`config.mk`:
```
export PLATFORM = sky130hd
export DESIGN_NAME = data_cache
export DESIGN_NICKNAME = d
export VERILOG_FILES = /design/src/rtl/dcache_pkg.sv /design/src/rtl/dcache_array.sv /design/src/rtl/data_cache.sv
export SDC_FILE = /design/constraint.sdc
export NUM_CORES = 1
export LEC_CHECK = 0
export BUFFER_PORTS_ARGS = -buffer_cell sky130_fd_sc_hd__buf_2
export CAP_MARGIN = 10
export CORE_MARGIN = 3
export CORE_UTILIZATION = 63
export CTS_CLUSTER_SIZE = 28
export DETAILED_ROUTE_END_ITERATION = 8
export GPL_TIMING_DRIVEN = 0
export PLACE_DENSITY = 0.87
export SYNTH_ARGS = -nofsm -noshare
export SYNTH_HDL_FRONTEND = slang
export SYNTH_SLANG_ARGS = --single-unit
```
`constraint.sdc`:
```
create_clock -name clk -period 19.8 [get_ports clk]
set_clock_uncertainty 0.05 [all_clocks]
set_input_delay 5.94 -clock clk [delete_from_list [all_inputs] [get_ports clk]]
set_output_delay 5.94 -clock clk [all_outputs]
set_load 0.01 [all_outputs]
```
`src/rtl/dcache_pkg.sv`:
```
// Shared types and byte-lane helpers for the direct-mapped data cache.
// Byte-lane logic assumes 32-bit words (four lanes).
package dcache_pkg;

    typedef enum logic [1:0] {
        S_IDLE,
        S_FILL,
        S_WRITE
    } cache_state_t;

    function automatic logic [3:0] byte_en(
        input logic [1:0] addr_lo,
        input logic       byte_addr
    );
        return byte_addr ? 4'(4'b0001 << addr_lo) : 4'hF;
    endfunction

    function automatic logic [31:0] lane_merge(
        input logic [31:0] old_w,
        input logic [31:0] new_w,
        input logic [3:0]  be
    );
        logic [31:0] res;
        for (int i = 0; i < 4; i++) begin
            res[8*i +: 8] = be[i] ? new_w[8*i +: 8] : old_w[8*i +: 8];
        end
        return res;
    endfunction

endpackage

```
`src/rtl/dcache_array.sv`:
```
// Valid/tag/data storage: combinational read port, one byte-enabled write port.
// Only the valid vector is reset; tag/data are qualified by valid.
module dcache_array
    import dcache_pkg::*;
#(
    parameter int WIDTH = 32,
    parameter int SETS  = 8,
    parameter int IDX   = $clog2(SETS),
    parameter int TAGW  = WIDTH - 2 - IDX
) (
    input  logic             clk,
    input  logic             rst,
    input  logic [IDX-1:0]   rd_idx,
    output logic             rd_valid,
    output logic [TAGW-1:0]  rd_tag,
    output logic [WIDTH-1:0] rd_data,
    input  logic             wr_en,
    input  logic [IDX-1:0]   wr_idx,
    input  logic [TAGW-1:0]  wr_tag,
    input  logic [WIDTH-1:0] wr_data,
    input  logic [3:0]       wr_be
);

    logic [SETS-1:0]  valid_q, valid_d;
    logic [TAGW-1:0]  tag_q  [SETS];
    logic [TAGW-1:0]  tag_d  [SETS];
    logic [WIDTH-1:0] data_q [SETS];
    logic [WIDTH-1:0] data_d [SETS];

    assign rd_valid = valid_q[rd_idx];
    assign rd_tag   = tag_q[rd_idx];
    assign rd_data  = data_q[rd_idx];

    always_comb begin
        valid_d = valid_q;
        tag_d   = tag_q;
        data_d  = data_q;
        if (wr_en) begin
            valid_d[wr_idx] = 1'b1;
            tag_d[wr_idx]   = wr_tag;
            data_d[wr_idx]  = lane_merge(data_q[wr_idx], wr_data, wr_be);
        end
    end

    always_ff @(posedge clk) begin
        if (rst) begin
            valid_q <= '0;
        end else begin
            valid_q <= valid_d;
        end
    end

    always_ff @(posedge clk) begin
        tag_q  <= tag_d;
        data_q <= data_d;
    end

endmodule

```
`src/rtl/data_cache.sv`:
```
// Direct-mapped write-through, no-write-allocate data cache with a
// single-outstanding req/ready memory port.
module data_cache
    import dcache_pkg::*;
#(
    parameter int WIDTH = 32,
    parameter int SETS  = 8
) (
    input  logic             clk,
    input  logic             rst,
    input  logic [WIDTH-1:0] addr,
    input  logic [WIDTH-1:0] wdata,
    input  logic             re,
    input  logic             we,
    input  logic             byte_addr,
    output logic [WIDTH-1:0] rdata,
    output logic             stall,
    output logic             mem_req,
    output logic             mem_we,
    output logic [WIDTH-1:0] mem_addr,
    output logic [WIDTH-1:0] mem_wdata,
    output logic [3:0]       mem_be,
    input  logic [WIDTH-1:0] mem_rdata,
    input  logic             mem_ready
);

    localparam int IDX  = $clog2(SETS);
    localparam int TAGW = WIDTH - 2 - IDX;

    cache_state_t state_q, state_d;

    logic [IDX-1:0]   idx;
    logic [TAGW-1:0]  tag;
    logic             rd_valid;
    logic [TAGW-1:0]  rd_tag;
    logic [WIDTH-1:0] rd_data;
    logic [WIDTH-1:0] rd_shift;
    logic [WIDTH-1:0] rd_sel;
    logic             hit;
    logic [3:0]       be;
    logic             wr_en;
    logic [WIDTH-1:0] wr_data;
    logic [3:0]       wr_be;

    assign tag = addr[WIDTH-1:2+IDX];
    assign idx = addr[2+IDX-1:2];
    assign hit = rd_valid && (rd_tag == tag);
    assign be  = byte_en(addr[1:0], byte_addr);

    assign rd_shift = rd_data >> {addr[1:0], 3'b000};
    assign rd_sel   = byte_addr ? {{(WIDTH-8){1'b0}}, rd_shift[7:0]} : rd_data;

    // Core holds its request stable while stalled, so these stay put until mem_ready.
    assign mem_req   = (state_q != S_IDLE);
    assign mem_we    = (state_q == S_WRITE);
    assign mem_addr  = {addr[WIDTH-1:2], 2'b00};
    assign mem_wdata = byte_addr ? {(WIDTH/8){wdata[7:0]}} : wdata;
    assign mem_be    = be;

    dcache_array #(
        .WIDTH (WIDTH),
        .SETS  (SETS),
        .IDX   (IDX),
        .TAGW  (TAGW)
    ) u_array (
        .clk      (clk),
        .rst      (rst),
        .rd_idx   (idx),
        .rd_valid (rd_valid),
        .rd_tag   (rd_tag),
        .rd_data  (rd_data),
        .wr_en    (wr_en),
        .wr_idx   (idx),
        .wr_tag   (tag),
        .wr_data  (wr_data),
        .wr_be    (wr_be)
    );

    always_comb begin
        state_d = state_q;
        stall   = 1'b0;
        rdata   = '0;
        wr_en   = 1'b0;
        wr_data = mem_rdata;
        wr_be   = 4'hF;
        unique case (state_q)
            S_IDLE: begin
                if (we) begin
                    stall   = 1'b1;
                    state_d = S_WRITE;
                end else if (re) begin
                    if (hit) begin
                        rdata = rd_sel;
                    end else begin
                        stall   = 1'b1;
                        state_d = S_FILL;
                    end
                end
            end
            S_FILL: begin
                stall = 1'b1;
                if (mem_ready) begin
                    wr_en   = 1'b1;
                    state_d = S_IDLE;
                end
            end
            S_WRITE: begin
                // Release in the ready cycle so the store retires exactly once.
                stall = !mem_ready;
                if (mem_ready) begin
                    wr_en   = hit;
                    wr_data = mem_wdata;
                    wr_be   = be;
                    state_d = S_IDLE;
                end
            end
            default: state_d = S_IDLE;
        endcase
    end

    always_ff @(posedge clk) begin
        if (rst) begin
            state_q <= S_IDLE;
        end else begin
            state_q <= state_d;
        end
    end

endmodule
```
# --- Yosys cells after proc, flatten, opt, wreduce, memory -nomap -nowiden ---
# Index checks and enable logic that the tools add are counted.
# Widths: inputs -> output; s select.
word_totals:
  in_bits: 102
  out_inout_bits: 103
  reg_bits: 482
  wordCells: 83
classes:
  n_reduce_logical: 8
  n_bitwise: 2
  mux: 43
  n_eq_ne: 6
  n_lt_le_gt_ge: 4
  n_shift: 2
op_table:
  columns: ["op", "n"]
  rows:
  - ["$mux 32", 11]
  - ["$bwmux 256", 1]
  - ["$bwmux 216", 1]
  - ["$bmux 32 s3", 1]
  - ["$demux 32 s3", 1]
  - ["$bmux 27 s3", 1]
  - ["$demux 27 s3", 1]
  - ["$mux 27", 3]
  - ["$mux 8", 4]
  - ["$shr 32x5->8", 1]
  - ["$eq 27x27->1", 1]
  - ["$mux 4", 3]
  - ["$mux 2", 4]
  - ["$or 8x8->8", 1]
  - ["$mux 1", 7]
  - ["$ne 3x3->1 const B", 2]
  - ["$ge 4x4->1 const B", 1]
  - ["$lt 3x4->1 const B", 1]
  - ["$lt 4x1->1 const B", 1]
  - ["$not 3->4", 1]
  - ["$pmux 2 s2", 1]
  - ["$shl 1x2->4 const A", 1]
  - ["$bmux 1 s3", 1]
  - ["$demux 1 s3", 1]
  - ["12 further kinds", 14]

# --- Longest topological paths before layout ---
depth:
  depth_word: 10
  depth_mapped: 13
  depth_no_buf: 8

# --- Modules after synthesis ---
# From an unflattened synthesis, not the netlist that was laid out.
hier_totals:
  cells_unflattened: 1487
  hier_area_um2: 22699.3
modules_own_cells:
  columns: ["module", "area_per_inst_um2", "instances", "cells_each"]
  rows:
  - ["dcache_array", 20519.7, 1, 1096]
  - ["data_cache", 2179.6, 1, 391]

# --- Least setup slack after synthesis ---
# No wires, ideal clock.
synth_path:
  path_type: "input to output"
  startpoint: "input addr[2]"
  endpoint: "output rdata[23]"
  cell_stages: 12
  arrival_time_ps: 8392
  path_slack_ps: 5418
  cell_sequence: "buf_2 > buf_4 > buf_2 > mux2i_1 > xor2_1 > nand2_1 > nor4_1 > nand4_1 > or4_1 > buf_2 > buf_6 > nor2_1"
synth_via:
  elab_chain_len: 10
synth_rtl:
  columns: ["item", "line", "source"]
  rows:
  - ["start, declared", "data_cache.sv:11", "input logic [WIDTH-1:0] addr,"]
  - ["$not 3->4 (implied by the code)", "dcache_array.sv:31, dcache_array.sv:32", null]
  - ["$bmux 27 s3", "dcache_array.sv:31", "assign rd_tag = tag_q[rd_idx];"]
  - ["$mux 27 (implied by the code) (2 in a row)", "dcache_array.sv:31", null]
  - ["$eq 27x27->1", "data_cache.sv:47", "assign hit = rd_valid && (rd_tag == tag);"]
  - ["$logic_and 1x1->1", "data_cache.sv:47", null]
  - ["$mux 32 *", "data_cache.sv:92", "if (hit) begin"]
  - ["$mux 32 *", "data_cache.sv:91", "end else if (re) begin"]
  - ["$mux 32 *", "data_cache.sv:88", "if (we) begin"]
  - ["$mux 32 *", "data_cache.sv:86", "unique case (state_q)"]
  - ["end, declared", "data_cache.sv:16", "output logic [WIDTH-1:0] rdata,"]
# Mark *: on every way between the ends. The rest lies on a longest branch, timed or not. The select of a mux whose other input is x is not followed.

# --- Worst setup path after layout ---
layout_path:
  startpoint: "input addr[3]"
  endpoint: "output rdata[7]"
layout_via:
  elab_chain_len: 10
layout_rtl:
  columns: ["item", "line"]
  rows:
  - ["$not 3->4 (implied by the code)", "dcache_array.sv:31, dcache_array.sv:32"]
  - ["$bmux 32 s3 / $bmux 27 s3 (equally long branches)", "dcache_array.sv:32, dcache_array.sv:31"]
  - ["$mux 32 (implied by the code) / $mux 27 (equally long branches) (2 in a row)", "dcache_array.sv:32, dcache_array.sv:31"]
  - ["$shr 32x5->8 / $eq 27x27->1 (equally long branches)", "data_cache.sv:50, data_cache.sv:47"]
  - ["$mux 32 / $logic_and 1x1->1 (equally long branches)", "data_cache.sv:51, data_cache.sv:47"]
  - ["$mux 32 *", "data_cache.sv:92"]
  - ["$mux 32 *", "data_cache.sv:91"]
  - ["$mux 32 *", "data_cache.sv:88"]
  - ["$mux 32 *", "data_cache.sv:86"]
# Marked as above.

==> impl_results.md <==
* Unique masters post-synth at 49
* Critical Path AT at about 10,000 ps
* Area of the core at ~0.031 sq mm
* Clock power frac at 0.376
* Critical Path RT at 13,810 ps
* Max-slew headroom at 0.216
* First-pass GRT wire length at approximately 84 mm
* Pin count of the biggest net entering global routing at 15
* Ys Warns at 0
* CTS-repair resized insts at 0
* P_sw at a little under 500 uW
* Final period util at 0.831
* Inserted Diodes at 0
* CP startpoint kind: input pin
* Syn avg cell area at approximately 15 sq um
* Post CTS Setup Buffer Count at 0
* CTS Sinks at 482
* CTS tree: built
* Crit path buffers/inverters at 5
* Met1 GRT Util at 0.449
* Fill cells at approximately 1,700
* P&R area growth vs syn at 17.5%
* Leakage at 8.65 nW
* IO buf count at between 200 and 250
* Initial Util at 0.649
* Setup_tns at 0 ps
* Post-synthesis register bit count at between 400 and 500
* CP max-delay cell: clkbuf_1
* Number of cell rows at 64
* Syn Inst Count at between 1,000 and 1,500
* Final hold violations at 0
* Die width at around 180 microns
* Crit path max-delay family: simple AND/OR/NAND/NOR gates
* Synth Cell Area at about 0.02 sq mm
* Wirelength, routed at ~58 mm
* Worst-path clk slew at around 60 ps
* Min-Delay Path Class: reg -> reg
* Post-synth EDFFs at about 470
* DR pass1 iterations at 8
* Final cell count without fillers at roughly 2,000
* Clock root cell: clkbuf_16
* Ys flop type: edfxtp_1
* Vias per inst at between 6 and 7
* DRC Markers at 0
* Grt ovf at 0
* Synth top area share at 0.705
* Status: completed
* Comb power frac at 0.090
* CTS buffer count at 45
* Cts hold-fix bufs at 0
* Critical path cell sequence: buf_2 > buf_4 > nor2_1 > clkbuf_1 > a22oi_1 > a31oi_1 > o21ai_1 > nor4_1 > nand4_1 > or3_1 > clkbuf_1 > a221oi_1 > buf_2
* Setup ws final at 3350 ps
* Pre-CTS setup slack at about 3700 ps
* GRT Total Usage at 0.335
* Crit-path max FO at 10
* H-tree depth at 2
* Routing usage on met3 at 0.0697
* Ratio of cells with drive above 1 in the final layout at 0.267
* Setup-failing EPs final at 0
* Fmax at between 60 and 70 MHz
* Detail Route Antenna Nets at 0
* Ranking of synthesized cells by area: edfxtp_1 (70%), mux2i_1 (4.6%), mux4_2 (3.2%), a221oi_1 (2.0%), a22oi_1 (2.0%)
* Die area at about 0.034 sq mm
* MaxCap Viol Count at 0
* Nets at 1,725
* Most frequent cells in the layout: edfxtp_1 (472), buf_2 (216), mux2i_1 (92)
* Final GP Congestion at 0.990
* Initial antenna violation count at 0
* Critical path endpoint category: output pin
* Switching portion of total power at 0.229
* Dpl hpwl at ~40 mm
* Minimum clock period at roughly 16,000 ps
* Number of top-level pins at a little over 200
* Vias post-DR at around 14,000
* Top Usage Layer GRT: met2
* Placed cells at 1,968
* P_int at between 1.5 and 2 mW
* Crit path largest cell delay at approximately 700 ps
* Setup CP Type: in -> out
* Starting DRT DRC Count at around 2,000
* Seq pwr share at 0.534
* Commonest non-fill, non-tap cell in the layout: edfxtp_1
* Async SR Flop Fraction at 0
* Met2 Use GR at 0.538
* Max IR drop VDD at just over 0.09 mV
* Unrepaired setup endpoints after global routing: false
* Post-DR wirelength/cell at around 28 microns
* Slew of the pin with the lowest slew margin at 1170 ps
* Vias in the first global route at 13,675
* Power per cell area at 89.9 mW/mm^2
* Die Ht at 185 microns
* Later-pin clock latency in the skew report at between 500 and 600 ps
* Pins Over Slew Limit at 0
* Clock Tree Buf Depth at 3
* Area leader, netlist: edfxtp_1
* Seq/Total Area, Yosys at 0.715
==> through the flow <==
step | cell area, sq um | hold WS, ps | power, mW | util
floorplan | 20100 | 381 | 1.26 | -
global placement | 21600 | 393 | 1.33 | 0.698
detailed placement | 22300 | 408 | 1.34 | 0.720
CTS | 23600 | 435 | 2.11 | 0.763
global route | 23600 | 463 | 2.17 | 0.763
finish | 23600 | 457 | 2.12 | 0.763
==> final cells by class <==
type / instances / area, sq um / area share
buffer: 112 / 664 / 0.0281
timing repair buffer: 264 / 1650 / 0.0699
clock inverter: 26 / 168 / 0.00709
inverter: 37 / 139 / 0.00588
multi-input combinational: 677 / 4980 / 0.211
sequential: 482 / 14400 / 0.608
clock buffer: 53 / 1160 / 0.0489
tap: 396 / 495 / 0.0210
==> path summary, 6_finish.rpt <==
check	endpoint	start	cells past startpoint	slack, ps
setup reg to reg	u_array.data_q[207]	u_array.tag_q[17]	12	14550
hold / removal	u_array.valid_q[5]	u_array.valid_q[5]	2	460
setup / recovery	rdata[7]	addr[3]	13	3350
hold reg to reg	u_array.valid_q[5]	u_array.valid_q[5]	2	460
==> sequential cells by signal, indices dropped and copies added, names as in the netlist <==
name and cells:
u_array.valid_q 8, u_array.data_q 256, state_q 2, u_array.tag_q 216
==> layer usage <==
metal  vias up  wire, microns
li1       5688              -
met1      6844          20100
met2      1184          28300
met3       216           6620
met4         0           2670
met5         -              0
==> worst register-to-register path, delay by kind of cell, from the launching register on <==
family / cells / cell delay, ps
flops: 1 / 420
mux: 2 / 760
simple gates: 3 / 2040
buf+inv: 4 / 970
xor+xnor: 1 / 220
compound gates: 2 / 510
==> power by group through the flow <==
stage               combinational (mW)  sequential [mW]  clock (mW)
global placement                 0.174             1.16           0
detailed placement               0.182             1.16           0
floorplan                        0.104             1.16           0
global route                     0.200             1.13       0.839
CTS                              0.185             1.13       0.795
finish                           0.190             1.13       0.799
==> Yosys cell counts, types with 2 or more instances <==
cell type / count
inv_1: 36
a221o_1: 2
nand2b_1: 5
mux4_2: 29
buf_4: 48
buf_2: 15
nor3_1: 2
nor2b_1: 11
nor3b_1: 5
mux2_2: 11
a22oi_1: 53
nor2_1: 71
buf_6: 6
a21oi_1: 58
a22o_1: 13
nand4_1: 3
o21ai_1: 47
nor4_1: 7
and2_1: 3
and4_1: 4
o22ai_1: 13
o21ai_0: 42
edfxtp_1: 472
dfxtp_1: 10
mux2_1: 17
mux2i_1: 92
buf_1: 3
a31oi_1: 2
clkbuf_1: 40
nand3_1: 4
nand2_1: 83
or3_1: 4
xnor2_1: 4
xor2_1: 11
ha_1: 4
a222oi_1: 3
and3_1: 17
a221oi_1: 46
==> kinds of logic after synthesis <==
group | after synthesis | share of synthesized area
multiplexers | 149 | 0.0939
adder cells (fa/ha/maj) | 4 | 0.00249
flip-flops | 482 | 0.715
buffers and inverters | 149 | 0.0399
XOR/XNOR | 15 | 0.00653
other | 1 | 0.000186
AND/OR/NAND/NOR | 220 | 0.0498
AO/OA/AOI/OAI | 287 | 0.0926
No activity file was read; power rests on OpenSTA's default activity.
